### src/rtl/control_fsm_pkg.sv
// Shared types for the RV32I multi-cycle control path: FSM states, opcode
// constants, ALU operation classes and datapath mux-select encodings.
package control_fsm_pkg;

    typedef enum logic [1:0] {
        ALU_OP__MEMORY_ACCESS      = 2'b00,
        ALU_OP__BRANCH             = 2'b01,
        ALU_OP__REGISTER_OPERATION = 2'b10,
        ALU_OP__UNSET              = 2'b11
    } alu_op_t;

    typedef enum logic [3:0] {
        S_FETCH     = 4'd0,
        S_DECODE    = 4'd1,
        S_MEM_ADR   = 4'd2,
        S_MEM_READ  = 4'd3,
        S_MEM_WB    = 4'd4,
        S_MEM_WRITE = 4'd5,
        S_EXECUTE_R = 4'd6,
        S_EXECUTE_I = 4'd7,
        S_ALU_WB    = 4'd8,
        S_BRANCH    = 4'd9,
        S_JAL       = 4'd10
    } control_state_t;

    localparam logic [6:0] OP_LOAD   = 7'b0000011;
    localparam logic [6:0] OP_STORE  = 7'b0100011;
    localparam logic [6:0] OP_R_TYPE = 7'b0110011;
    localparam logic [6:0] OP_I_TYPE = 7'b0010011;
    localparam logic [6:0] OP_BRANCH = 7'b1100011;
    localparam logic [6:0] OP_JAL    = 7'b1101111;

    typedef enum logic [2:0] {
        OPC_MEM     = 3'd0,
        OPC_R_TYPE  = 3'd1,
        OPC_I_TYPE  = 3'd2,
        OPC_BRANCH  = 3'd3,
        OPC_JAL     = 3'd4,
        OPC_ILLEGAL = 3'd5
    } opcode_class_t;

    typedef enum logic [1:0] {
        SRC_A_PC     = 2'b00,
        SRC_A_OLD_PC = 2'b01,
        SRC_A_RS1    = 2'b10
    } alu_src_a_t;

    typedef enum logic [1:0] {
        SRC_B_RS2  = 2'b00,
        SRC_B_IMM  = 2'b01,
        SRC_B_FOUR = 2'b10
    } alu_src_b_t;

    typedef enum logic [1:0] {
        RESULT_ALU_OUT    = 2'b00,
        RESULT_MEM_DATA   = 2'b01,
        RESULT_ALU_RESULT = 2'b10
    } result_src_t;

endpackage

### src/rtl/opcode_classifier.sv
// Maps the raw 7-bit opcode onto the instruction class the control FSM
// branches on; anything unsupported is classed as illegal.
module opcode_classifier
    import control_fsm_pkg::*;
(
    input  logic [6:0]    opcode,
    output opcode_class_t op_class
);

    // Opcode to class lookup
    always_comb begin
        op_class = OPC_ILLEGAL;
        case (opcode)
            OP_LOAD, OP_STORE: op_class = OPC_MEM;
            OP_R_TYPE:         op_class = OPC_R_TYPE;
            OP_I_TYPE:         op_class = OPC_I_TYPE;
            OP_BRANCH:         op_class = OPC_BRANCH;
            OP_JAL:            op_class = OPC_JAL;
            default:           op_class = OPC_ILLEGAL;
        endcase
    end

endmodule

### src/rtl/control_fsm.sv
// Multi-cycle main control FSM for the RV32I core: sequences fetch, decode,
// execute, memory and writeback and drives datapath selects and strobes.
module control_fsm
    import control_fsm_pkg::*;
(
    input  logic       clk,
    input  logic       rst_n,
    input  logic [6:0] opcode,
    input  logic       mem_ready,
    output logic       mem_req,
    output logic       mem_write,
    output logic       adr_src,
    output logic       ir_write,
    output logic       pc_update,
    output logic       branch,
    output logic [1:0] alu_src_a,
    output logic [1:0] alu_src_b,
    output logic [1:0] result_src,
    output logic       reg_write,
    output alu_op_t    alu_op,
    output logic       illegal_instr
);

    control_state_t state_r;
    control_state_t next_state_s;
    opcode_class_t  op_class_s;

    logic        mem_req_s, mem_write_s, adr_src_s, ir_write_s, pc_update_s;
    logic        branch_s, reg_write_s, illegal_instr_s;
    alu_src_a_t  alu_src_a_s;
    alu_src_b_t  alu_src_b_s;
    result_src_t result_src_s;
    alu_op_t     alu_op_s;

    opcode_classifier u_opcode_classifier (
        .opcode   (opcode),
        .op_class (op_class_s)
    );

    // State register
    always_ff @(posedge clk or negedge rst_n) begin
        if (!rst_n) begin
            state_r <= S_FETCH;
        end else begin
            state_r <= next_state_s;
        end
    end

    // Next-state decode
    always_comb begin
        next_state_s = S_FETCH;
        case (state_r)
            S_FETCH: begin
                if (mem_ready) next_state_s = S_DECODE;
                else           next_state_s = S_FETCH;
            end
            S_DECODE: begin
                case (op_class_s)
                    OPC_MEM:    next_state_s = S_MEM_ADR;
                    OPC_R_TYPE: next_state_s = S_EXECUTE_R;
                    OPC_I_TYPE: next_state_s = S_EXECUTE_I;
                    OPC_BRANCH: next_state_s = S_BRANCH;
                    OPC_JAL:    next_state_s = S_JAL;
                    default:    next_state_s = S_FETCH;
                endcase
            end
            S_MEM_ADR: begin
                if (opcode[5]) next_state_s = S_MEM_WRITE;
                else           next_state_s = S_MEM_READ;
            end
            S_MEM_READ: begin
                if (mem_ready) next_state_s = S_MEM_WB;
                else           next_state_s = S_MEM_READ;
            end
            S_MEM_WRITE: begin
                if (mem_ready) next_state_s = S_FETCH;
                else           next_state_s = S_MEM_WRITE;
            end
            S_EXECUTE_R: next_state_s = S_ALU_WB;
            S_EXECUTE_I: next_state_s = S_ALU_WB;
            S_JAL:       next_state_s = S_ALU_WB;
            S_MEM_WB:    next_state_s = S_FETCH;
            S_ALU_WB:    next_state_s = S_FETCH;
            S_BRANCH:    next_state_s = S_FETCH;
            default:     next_state_s = S_FETCH;
        endcase
    end

    // Moore output decode; only the FETCH strobes look at mem_ready
    always_comb begin
        mem_req_s       = 1'b0;
        mem_write_s     = 1'b0;
        adr_src_s       = 1'b0;
        ir_write_s      = 1'b0;
        pc_update_s     = 1'b0;
        branch_s        = 1'b0;
        reg_write_s     = 1'b0;
        illegal_instr_s = 1'b0;
        alu_src_a_s     = SRC_A_PC;
        alu_src_b_s     = SRC_B_RS2;
        result_src_s    = RESULT_ALU_OUT;
        alu_op_s        = ALU_OP__MEMORY_ACCESS;
        case (state_r)
            S_FETCH: begin
                mem_req_s    = 1'b1;
                alu_src_b_s  = SRC_B_FOUR;
                result_src_s = RESULT_ALU_RESULT;
                ir_write_s   = mem_ready;
                pc_update_s  = mem_ready;
            end
            S_DECODE: begin
                alu_src_a_s     = SRC_A_OLD_PC;
                alu_src_b_s     = SRC_B_IMM;
                illegal_instr_s = (op_class_s == OPC_ILLEGAL);
            end
            S_MEM_ADR: begin
                alu_src_a_s = SRC_A_RS1;
                alu_src_b_s = SRC_B_IMM;
            end
            S_MEM_READ: begin
                mem_req_s = 1'b1;
                adr_src_s = 1'b1;
            end
            S_MEM_WB: begin
                result_src_s = RESULT_MEM_DATA;
                reg_write_s  = 1'b1;
            end
            S_MEM_WRITE: begin
                mem_req_s   = 1'b1;
                mem_write_s = 1'b1;
                adr_src_s   = 1'b1;
            end
            S_EXECUTE_R: begin
                alu_src_a_s = SRC_A_RS1;
                alu_op_s    = ALU_OP__REGISTER_OPERATION;
            end
            S_EXECUTE_I: begin
                alu_src_a_s = SRC_A_RS1;
                alu_src_b_s = SRC_B_IMM;
                alu_op_s    = ALU_OP__UNSET;
            end
            S_ALU_WB: begin
                reg_write_s = 1'b1;
            end
            S_BRANCH: begin
                alu_src_a_s = SRC_A_RS1;
                alu_op_s    = ALU_OP__BRANCH;
                branch_s    = 1'b1;
            end
            S_JAL: begin
                alu_src_a_s = SRC_A_OLD_PC;
                alu_src_b_s = SRC_B_FOUR;
                pc_update_s = 1'b1;
            end
            default: begin
                alu_src_b_s  = SRC_B_FOUR;
                result_src_s = RESULT_ALU_RESULT;
            end
        endcase
    end

    // Strobes are killed combinationally while reset is held, so a waiting
    // store is dropped in the same cycle reset asserts.
    assign mem_req       = mem_req_s       & rst_n;
    assign mem_write     = mem_write_s     & rst_n;
    assign ir_write      = ir_write_s      & rst_n;
    assign pc_update     = pc_update_s     & rst_n;
    assign branch        = branch_s        & rst_n;
    assign reg_write     = reg_write_s     & rst_n;
    assign illegal_instr = illegal_instr_s & rst_n;
    assign adr_src       = adr_src_s;
    assign alu_src_a     = alu_src_a_s;
    assign alu_src_b     = alu_src_b_s;
    assign result_src    = result_src_s;
    assign alu_op        = alu_op_s;

endmodule

### config.mk
export PLATFORM = sky130hd
export DESIGN_NAME = control_fsm
export DESIGN_NICKNAME = d
export VERILOG_FILES = /design/src/rtl/control_fsm_pkg.sv /design/src/rtl/opcode_classifier.sv /design/src/rtl/control_fsm.sv
export SDC_FILE = /design/constraint.sdc
export NUM_CORES = 1
export LEC_CHECK = 0
export BUFFER_PORTS_ARGS = -buffer_cell sky130_fd_sc_hd__buf_2
export CAP_MARGIN = 30
export CORE_UTILIZATION = 45
export CTS_CLUSTER_SIZE = 10
export DETAILED_ROUTE_END_ITERATION = 12
export PLACE_DENSITY = 0.76
export SLEW_MARGIN = 20
export SYNTH_ARGS = -nofsm -noshare
export SYNTH_HDL_FRONTEND = slang
export SYNTH_HIERARCHICAL = 1
export SYNTH_SLANG_ARGS = --single-unit
export TNS_END_PERCENT = 50
### constraint.sdc
create_clock -name clk -period 1.25 [get_ports clk]
set_input_delay 0.25 -clock clk [delete_from_list [all_inputs] [get_ports clk]]
set_output_delay 0.25 -clock clk [all_outputs]
set_load 0.02 [all_outputs]
==> summary.md, run 1 <==
| Metric | Value |
|---|---|
| Hpwl dp | `1.55 mm` |
| Starting density of the core | `slightly below 50%` |
| Mux share of post-synthesis cell area | `roughly 3.4%` |
| Count of cell types in the netlist | `32` |
| Clock root buffer | `clkbuf_4` |
| IO buf count | `25` |
| Crit. endpoint post-GRT repair | `alu_op[0]` |
| XOR/XNOR share of the synthesized area | `4.18%` |
| Avg Inst Size Synth | `about 7 µm²` |
| Cell Rows | `13` |
| Cell count after synthesis | `92` |
| Largest net degree at the start of global routing | `10` |
| Num CTS Buffers | `3` |
| Status | `did not finish` |
| Post-synth EDFFs | `0` |
| Hold buffer count at cts | `0` |
| Async S/R FF share, synth | `100%` |
| Post-synthesis compound-gate area fraction | `24.5%` |
| Chip Width | `a little under 40 µm` |
| Synth Area in Adders | `0%` |
| Initial antenna violation count | `0` |
| Synth Area in Simple Gates | `between 40% and 50%` |
| Ys Warns | `6` |
| Stopped at | `5_1_grt` |
| Halt Reason | `[ERROR DPL-0033] detailed placement checks failed during check placement.` |
| Max clock buf depth | `2` |
| Worst EP kind | `top-level output` |
| Mapped Area | `628 µm²` |
| Die Y | `39.4 µm` |
| Routability cong. | `0.776` |
| # IOs | `26` |
| Primary FF master, synth | `dfrtp_1` |
| #FFs+latches synth | `4` |
| Register area share after synthesis | `15.9%` |
| Placed Area | `just over 1000 µm²` |
| H-Tree Depth | `1` |
| Largest family of logic cells by synthesized area | `simple AND/OR/NAND/NOR gates` |
| Syn Nets | `102` |
| Sink Count | `4` |
what timing repair did:
item                                    CTS
resized for setup                        35
setup buffers                             2
endpoints found under the setup margin   19
gates cloned                              1
pin swaps                                 5
metrics by stage:
step	hold WS (ns)	std cells	worst slack [ns]
after CTS	0.00579	159	-0.371
after detailed placement	0.225	153	-0.317
after global placement	0.224	153	-0.267
after floorplan	-0.0456	92	-0.107
kinds of logic after synthesis:
family	count (synthesis)
DFF	4
buffers and inverters	12
and+or+nand+nor	46
xor gates and xnor gates	3
muxes	2
AOI/OAI and AO/OA	25
cells in the mapped netlist, drive strengths merged, types with 2 or more instances:
cell | number | area, µm²
nor2b | 3 | 26.3
dfrtp | 4 | 100
o211ai | 2 | 15.0
inv | 6 | 22.5
nor3b | 4 | 41.3
nor3 | 3 | 15.0
a21oi | 9 | 45.0
nand3 | 5 | 25.0
nand2 | 13 | 51.3
nand2b | 2 | 12.5
nor2 | 12 | 45.0
o21ai | 8 | 40.0
buf | 6 | 43.8
xnor2 | 3 | 26.3
==> run 2, diff against run 1 <==
Settings changed: CORE_AREA set to 2 2 63 65, CORE_UTILIZATION 45 to not set, CTS_CLUSTER_SIZE 10 to not set, DIE_AREA set to 0 0 65 67, PLACE_DENSITY 0.76 to not set, PLACE_DENSITY_LB_ADDON set to 0.15.
==> run 2 against run 1 <==
The flow now finishes, with violations (setup timing). Synthesized cell count unchanged. Synthesized area unchanged.
==> summary.md, run 2 <==
| Metric | Value |
|---|---|
| Cell count after synthesis | `92 (unchanged)` |
| Slowest cell on crit path | `dfrtp_1` |
| Tot GR Track Use | `10.9%` |
| Mapped Area | `628 µm² (unchanged)` |
| Syn Nets | `102 (unchanged)` |
| Num CTS Buffers | `3 (unchanged)` |
| Final Hold Fails | `0` |
| H-Tree Depth | `1 (unchanged)` |
| Crit path kind | `reg2out` |
| CP Capture Point | `illegal_instr` |
| Max clock buf depth | `2 (unchanged)` |
| R2r setup slk | `-0.14 ns` |
| Post-synth EDFFs | `0 (unchanged)` |
| R2R cell count | `6` |
| Async S/R FF share, synth | `100% (unchanged)` |
| Most frequent cells after synthesis | `nand2_1 (12), nor2_1 (12), a21oi_1 (9)` |
| Overflow left after global routing | `0` |
| # IOs | `26 (unchanged)` |
| RSZ-0062 raised after global routing | `yes` |
| Post-Layout Cell Count | `a little under 200` |
| Share of cells above drive strength 1 | `a little over three fifths` |
| TritonRoute pass-1 iters | `2` |
| Count of cell types in the netlist | `32 (unchanged)` |
| CP endpoint kind | `primary output` |
| Arr. time, crit path | `1.37 ns` |
| Die Y | `67 µm (+70%)` |
| Mux share of post-synthesis cell area | `3.39% (unchanged)` |
| Largest family of logic cells by synthesized area | `simple AND/OR/NAND/NOR gates` |
| Worst-path maximum fanout | `9` |
| Biggest register | `state_r` |
| Starting density of the core | `17.4% (-31 points)` |
| VDD IR-drop max | `0.477 mV` |
| Setup ws final | `-0.373 ns` |
| IO buf count | `25 (unchanged)` |
| HP Class | `in2async` |
| Synth Area in Simple Gates | `41.4% (unchanged)` |
| Worst skew pair latency | `0.22 ns` |
| Routability cong. | `0.812 (+4.7%)` |
| Iter 0 DRT Violations | `16` |
| Power Total | `0.00305 W` |
| Inst Count DP | `190 (+24%)` |
| Hpwl dp | `1.79 mm (+15%)` |
| Ant diodes | `0` |
| Fin crit period | `1.62 ns` |
| Commonest non-fill, non-tap cells in the layout | `buf_4 (42), buf_2 (11), nand2_1 (10)` |
| Vias per std cell | `4.22` |
| CP startpoint | `state_r[1]` |
| Fillers | `about 400` |
| Ys Warns | `6 (unchanged)` |
| Commonest non-fill, non-tap cell in the layout | `buf_4` |
| Worst-path clk slew | `~0.030 ns` |
| DRT antenna net count | `0` |
| Vias | `between 800 and 900` |
| Primary FF master, synth | `dfrtp_1` |
| Max Cap Viol | `0` |
| Slew margin rel. | `approximately 75%` |
| Clock tree from TritonCTS | `done` |
| Chip Width | `65 µm (+65%)` |
| # setup viols final | `20` |
| Achievable Freq | `616 MHz` |
| Die area | `4360 µm²` |
| Reg2reg end | `state_r[3]` |
| Avg Inst Size Synth | `6.83 µm² (unchanged)` |
| FF-to-FF Start | `state_r[2]` |
| Drt wl/cell | `11.0 µm` |
| Critical Path Source Type | `flop` |
| Clock root buffer | `clkbuf_8` |
| Pwr dens | `~2400 nW/µm²` |
| Yosys top cell area share | `15.9% (unchanged)` |
| Max reg flops | `4` |
| Max-slew violation count | `0` |
| Worst EP required | `1.00 ns` |
| Post-synthesis compound-gate area fraction | `24.5% (unchanged)` |
| Largest net degree at the start of global routing | `10` |
| XOR/XNOR share of the synthesized area | `4.18% (unchanged)` |
| Hold buffer count at cts | `0 (unchanged)` |
| Layout Area Growth over Synthesis | `105%` |
| Worst Clk Skew | `0.00203 ns` |
| Register area share after synthesis | `15.9% (unchanged)` |
| Status | `complete, but fails checks` |
| Fin crit share | `130%` |
| Post-synth top area cell | `dfrtp_1` |
| Cell Rows | `22 (+9)` |
| Worst-margin pin slew | `between 0.3 and 0.4 ns` |
| Synth Area in Adders | `0% (unchanged)` |
| Failing checks | `setup timing` |
| WL final | `approximately 2.2 mm` |
| Peak per-stage delay on the critical path | `approximately 0.39 ns` |
| Synth area leaders | `dfrtp_1 (16%), a21oi_1 (7.2%), nand2_1 (7.2%), nor2_1 (7.2%), o21ai_0 (4.8%)` |
| Area of the multi-input gates | `581 µm²` |
| First-pass GRT wire length | `3.67 mm` |
| Vias in the first global route | `818` |
| Initial antenna violation count | `0` |
| Remaining DRCs | `0` |
| LEAKAGE | `0.585 nW` |
| #FFs+latches synth | `4 (unchanged)` |
| Sequential Area | `103 µm²` |
| Core area | `3610 µm²` |
| Nets | `162` |
| CP cell instances | `buf_12, nor2b_4, nand2_4, nor4_4, buf_4` |
| Top flop regs | `state_r x4` |
| Sink Count | `4 (unchanged)` |
==> run 2: cell counts after synthesis <==
No cell type changed its count.
==> run 2: worst max-delay path, delay by kind of cell, from the launching register on <==
kind	cells	cell delay, ns
buffers and inverters	2	0.33
AND/OR/NAND/NOR	3	0.43
flip-flops	1	0.39
==> run 2: routing by layer <==
layer	global-route usage, %	wire length (µm)	up-vias
li1	-	-	438
met1	13.0	938	373
met2	19.8	1130	23
met3	1.18	80	2
met4	3.99	25	0
met5	0	0	-
==> run 2: cell families after synthesis <==
kind of cell | Yosys count
simple gates | 46
compound gates | 25
flops | 4
buf+inv | 12
xor+xnor | 3
mux | 2
==> run 2: timing repair <==
item | CTS | global route
endpoints found under the setup margin | 19 | 20
buffers inserted | 3 | 2
gates resized for setup | 17 | 14
pin swaps | 4 | 5
==> run 2: how the worst min path moves through the flow <==
stage / endpoint / slack, ns / depth (start not counted)
floorplan: state_r[0] / -0.05 / 0
global route: state_r[1] / 0.07 / 2
finish: state_r[1] / 0.03 / 2
CTS: state_r[1] / 0.03 / 2
detailed placement: state_r[0] / 0.26 / 2
global placement: state_r[0] / 0.26 / 2
==> run 2: power by group <==
part           internal [W]  total [W]  switching (W)
Combinational       0.00128    0.00251        0.00122
Clock              0.000206   0.000276      0.0000709
Sequential         0.000187   0.000270      0.0000822
Total               0.00168    0.00305        0.00138
==> run 2: layout make-up <==
type	count	share of cell area, %
Sequential cell	4	7.98
Tap cell	48	4.67
Inverter	6	1.75
Multi-Input combinational cell	76	45.2
Timing Repair Buffer	61	37.2
Clock buffer	3	3.21
==> run 2: metrics by stage <==
| step | utilization (%) | cell area, µm² | hold WS, ns | setup WS (ns) | setup TNS (ns) |
|---|---|---|---|---|---|
| 3_3_place_gp | 30.5 | 1100 | 0.256 | -0.333 | -3.00 |
| 5_1_grt | 35.6 | 1280 | 0.0656 | -0.462 | -6.87 |
| 6_report | 35.6 | 1280 | 0.0301 | -0.373 | -5.17 |
| 4_1_cts | 34.1 | 1230 | 0.0280 | -0.411 | -5.50 |
| 3_5_place_dp | 30.5 | 1100 | 0.261 | -0.369 | -2.96 |
| 2_1_floorplan | - | 724 | -0.0456 | -0.107 | -0.801 |
(Power assumes the default switching activity.)
==> run 3, diff against run 2 <==
Settings changed: RECOVER_POWER set to 25, TNS_END_PERCENT 50 to not set.
Clock period 1.25 ns to 1.4 ns, I/O delays scaled along.
==> run 3 against run 2 <==
The flow still finishes with violations (setup timing). Die area unchanged. Register-to-register slack improved by 0.15 ns. Critical path type unchanged. Critical endpoint is now alu_src_a[1]. Via count increased by 1.7%. Final area increased by 0.88%.
==> summary.md, run 3 (synthesis results as in run 2) <==
| Metric | Value |
|---|---|
| Cell Rows | `22 (unchanged)` |
| Crit path kind | `reg2out` |
| Tot GR Track Use | `10.1% (-0.76 points)` |
| Biggest register | `state_r` |
| Sink Count | `4 (unchanged)` |
| Worst-margin pin slew | `0.311 ns (-0.0585 ns)` |
| CP bufs+invs | `2 (unchanged)` |
| WL final | `2.20 mm (+1.1%)` |
| # setup viols final | `16 (-20%)` |
| CP cell instances | `buf_6, nor3b_4, nand2_1, o21ai_1, buf_4` |
| Finished Cell Area | `1300 µm² (+0.88%)` |
| Arr. time, crit path | `1.35 ns (-0.02 ns)` |
| Final Hold Fails | `0 (unchanged)` |
| Vias | `850 (+1.7%)` |
| Slowest cell on crit path | `dfrtp_2` |
| Power Total | `0.00264 W (-14%)` |
| Initial antenna violation count | `0 (unchanged)` |
| H-Tree Depth | `1 (unchanged)` |
| RSZ-0062 raised after global routing | `yes` |
| Max-slew violation count | `0 (unchanged)` |
| Iter 0 DRT Violations | `12 (-4)` |
| Clock root buffer | `clkbuf_8` |
| Nets | `161 (-0.62%)` |
| Drt wl/cell | `11.2 µm (+1.6%)` |
| Sequential Area | `104 µm² (+1.2%)` |
| Overflow left after global routing | `0 (unchanged)` |
| TritonRoute pass-1 iters | `2 (unchanged)` |
| Core area | `3610 µm² (unchanged)` |
| CP endpoint kind | `primary output` |
| Area of the multi-input gates | `587 µm² (+1.1%)` |
| Placement Setup Slack | `-0.207 ns (+0.162 ns)` |
| Vias per std cell | `4.31 (+2.2%)` |
| Vias in the first global route | `794 (-2.9%)` |
| Slew margin rel. | `79.3% (+4.0 points)` |
| LEAKAGE | `0.570 nW (-2.6%)` |
| Fin crit period | `1.63 ns` |
| Status | `complete, but fails checks` |
| Ant diodes | `0 (unchanged)` |
| Chip Width | `65 µm (unchanged)` |
| Delay-heaviest family, CP | `flip-flops` |
| Fin crit share | `116%` |
| Placed Area | `991 µm² (-10%)` |
| Num CTS Buffers | `3 (unchanged)` |
| Remaining DRCs | `0 (unchanged)` |
| Hpwl dp | `1.66 mm (-7.2%)` |
| Pwr dens | `2030 nW/µm² (-14%)` |
| Commonest non-fill, non-tap cells in the layout | `buf_4 (36), buf_6 (14), nand2_1 (11)` |
| Setup ws final | `-0.231 ns (+0.143 ns)` |
| Routability cong. | `0.703 (-13%)` |
| First-pass GRT wire length | `3.46 mm (-5.6%)` |
| Worst-path maximum fanout | `5 (-4)` |
| Worst skew pair latency | `0.21 ns (about the same)` |
| Top flop regs | `state_r x4` |
| Fillers | `393 (-1.5%)` |
| Share of cells above drive strength 1 | `63.8% (+1.1 points)` |
| Largest net degree at the start of global routing | `9 (-1)` |
| Max Cap Viol | `0 (unchanged)` |
| Achievable Freq | `about 610 MHz` |
| Max clock buf depth | `2 (unchanged)` |
| Worst-path clk slew | `0.03 ns (about the same)` |
| Die area | `4360 µm² (unchanged)` |
| # IOs | `26 (unchanged)` |
| Fin Setup TNS | `-2.57 ns (+2.60 ns)` |
| Critical Path Source Type | `flop` |
| Commonest non-fill, non-tap cell in the layout | `buf_4` |
| VDD IR-drop max | `0.406 mV (-15%)` |
| Starting density of the core | `17.4% (unchanged)` |
| Worst Clk Skew | `0.00288 ns (+0.000851 ns)` |
| HP Class | `in2async` |
| Clock tree from TritonCTS | `done` |
| Die Y | `67 µm (unchanged)` |
| Worst EP required | `1.12 ns (+0.12 ns)` |
| Max reg flops | `4 (unchanged)` |
| Fin util | `35.9% (+0.31 points)` |
| Peak per-stage delay on the critical path | `0.46 ns (+0.07 ns)` |
| DRT antenna net count | `0 (unchanged)` |
| Layout Area Growth over Synthesis | `106%` |
| IO buf count | `25 (unchanged)` |
| Failing checks | `setup timing` |
==> run 3: metrics by stage <==
stage / hold WS (ns) / cells
2_1_floorplan: -0.0156 / 92
3_3_place_gp: 0.111 / 186
3_5_place_dp: 0.110 / 186
4_1_cts: 0.0522 / 196
5_1_grt: 0.234 / 197
6_report: 0.196 / 197
==> run 3: worst paths after layout <==
path / start / to / slack, ns / depth (start not counted)
max in group asynchronous: rst_n / state_r[2] / 0.63 / 2
min: rst_n / state_r[1] / 0.20 / 2
min in group clk: mem_ready / state_r[0] / 0.44 / 3
max reg2reg: state_r[0] / state_r[2] / 0.01 / 5
min reg2reg: state_r[3] / state_r[0] / 0.73 / 3
max: state_r[2] / alu_src_a[1] / -0.23 / 5
==> run 3: power by group <==
group	switching [W]	leakage (nW)	internal, W
clock network	0.0000550	0.0216	0.000183
registers	0.0000977	0.0480	0.000171
logic	0.00107	0.501	0.00106
==> run 3: final cells by class <==
type / count / share of cell area, %
well taps: 48 / 4.63
flip-flops and latches: 4 / 8.01
clock buffers: 3 / 3.19
multi-input cells: 76 / 45.3
repair buffers: 60 / 37.2
inverters: 6 / 1.74
==> run 3: metal layers <==
metal	wire length, µm	global-route usage (%)	share of wire [%]
met5	0	0	0
met1	912	11.3	41
met2	1200	20.1	54
met3	73	0.676	3.3
met4	19	3.19	0.86
==> run 3: timing repair <==
action                                  4_1_cts  5_1_grt
gates resized for setup                      35       27
buffers inserted                              6        3
pin swaps                                     6        9
hold buffers                                  1        0
hold endpoints to repair                      2        0
endpoints found under the setup margin       16       20
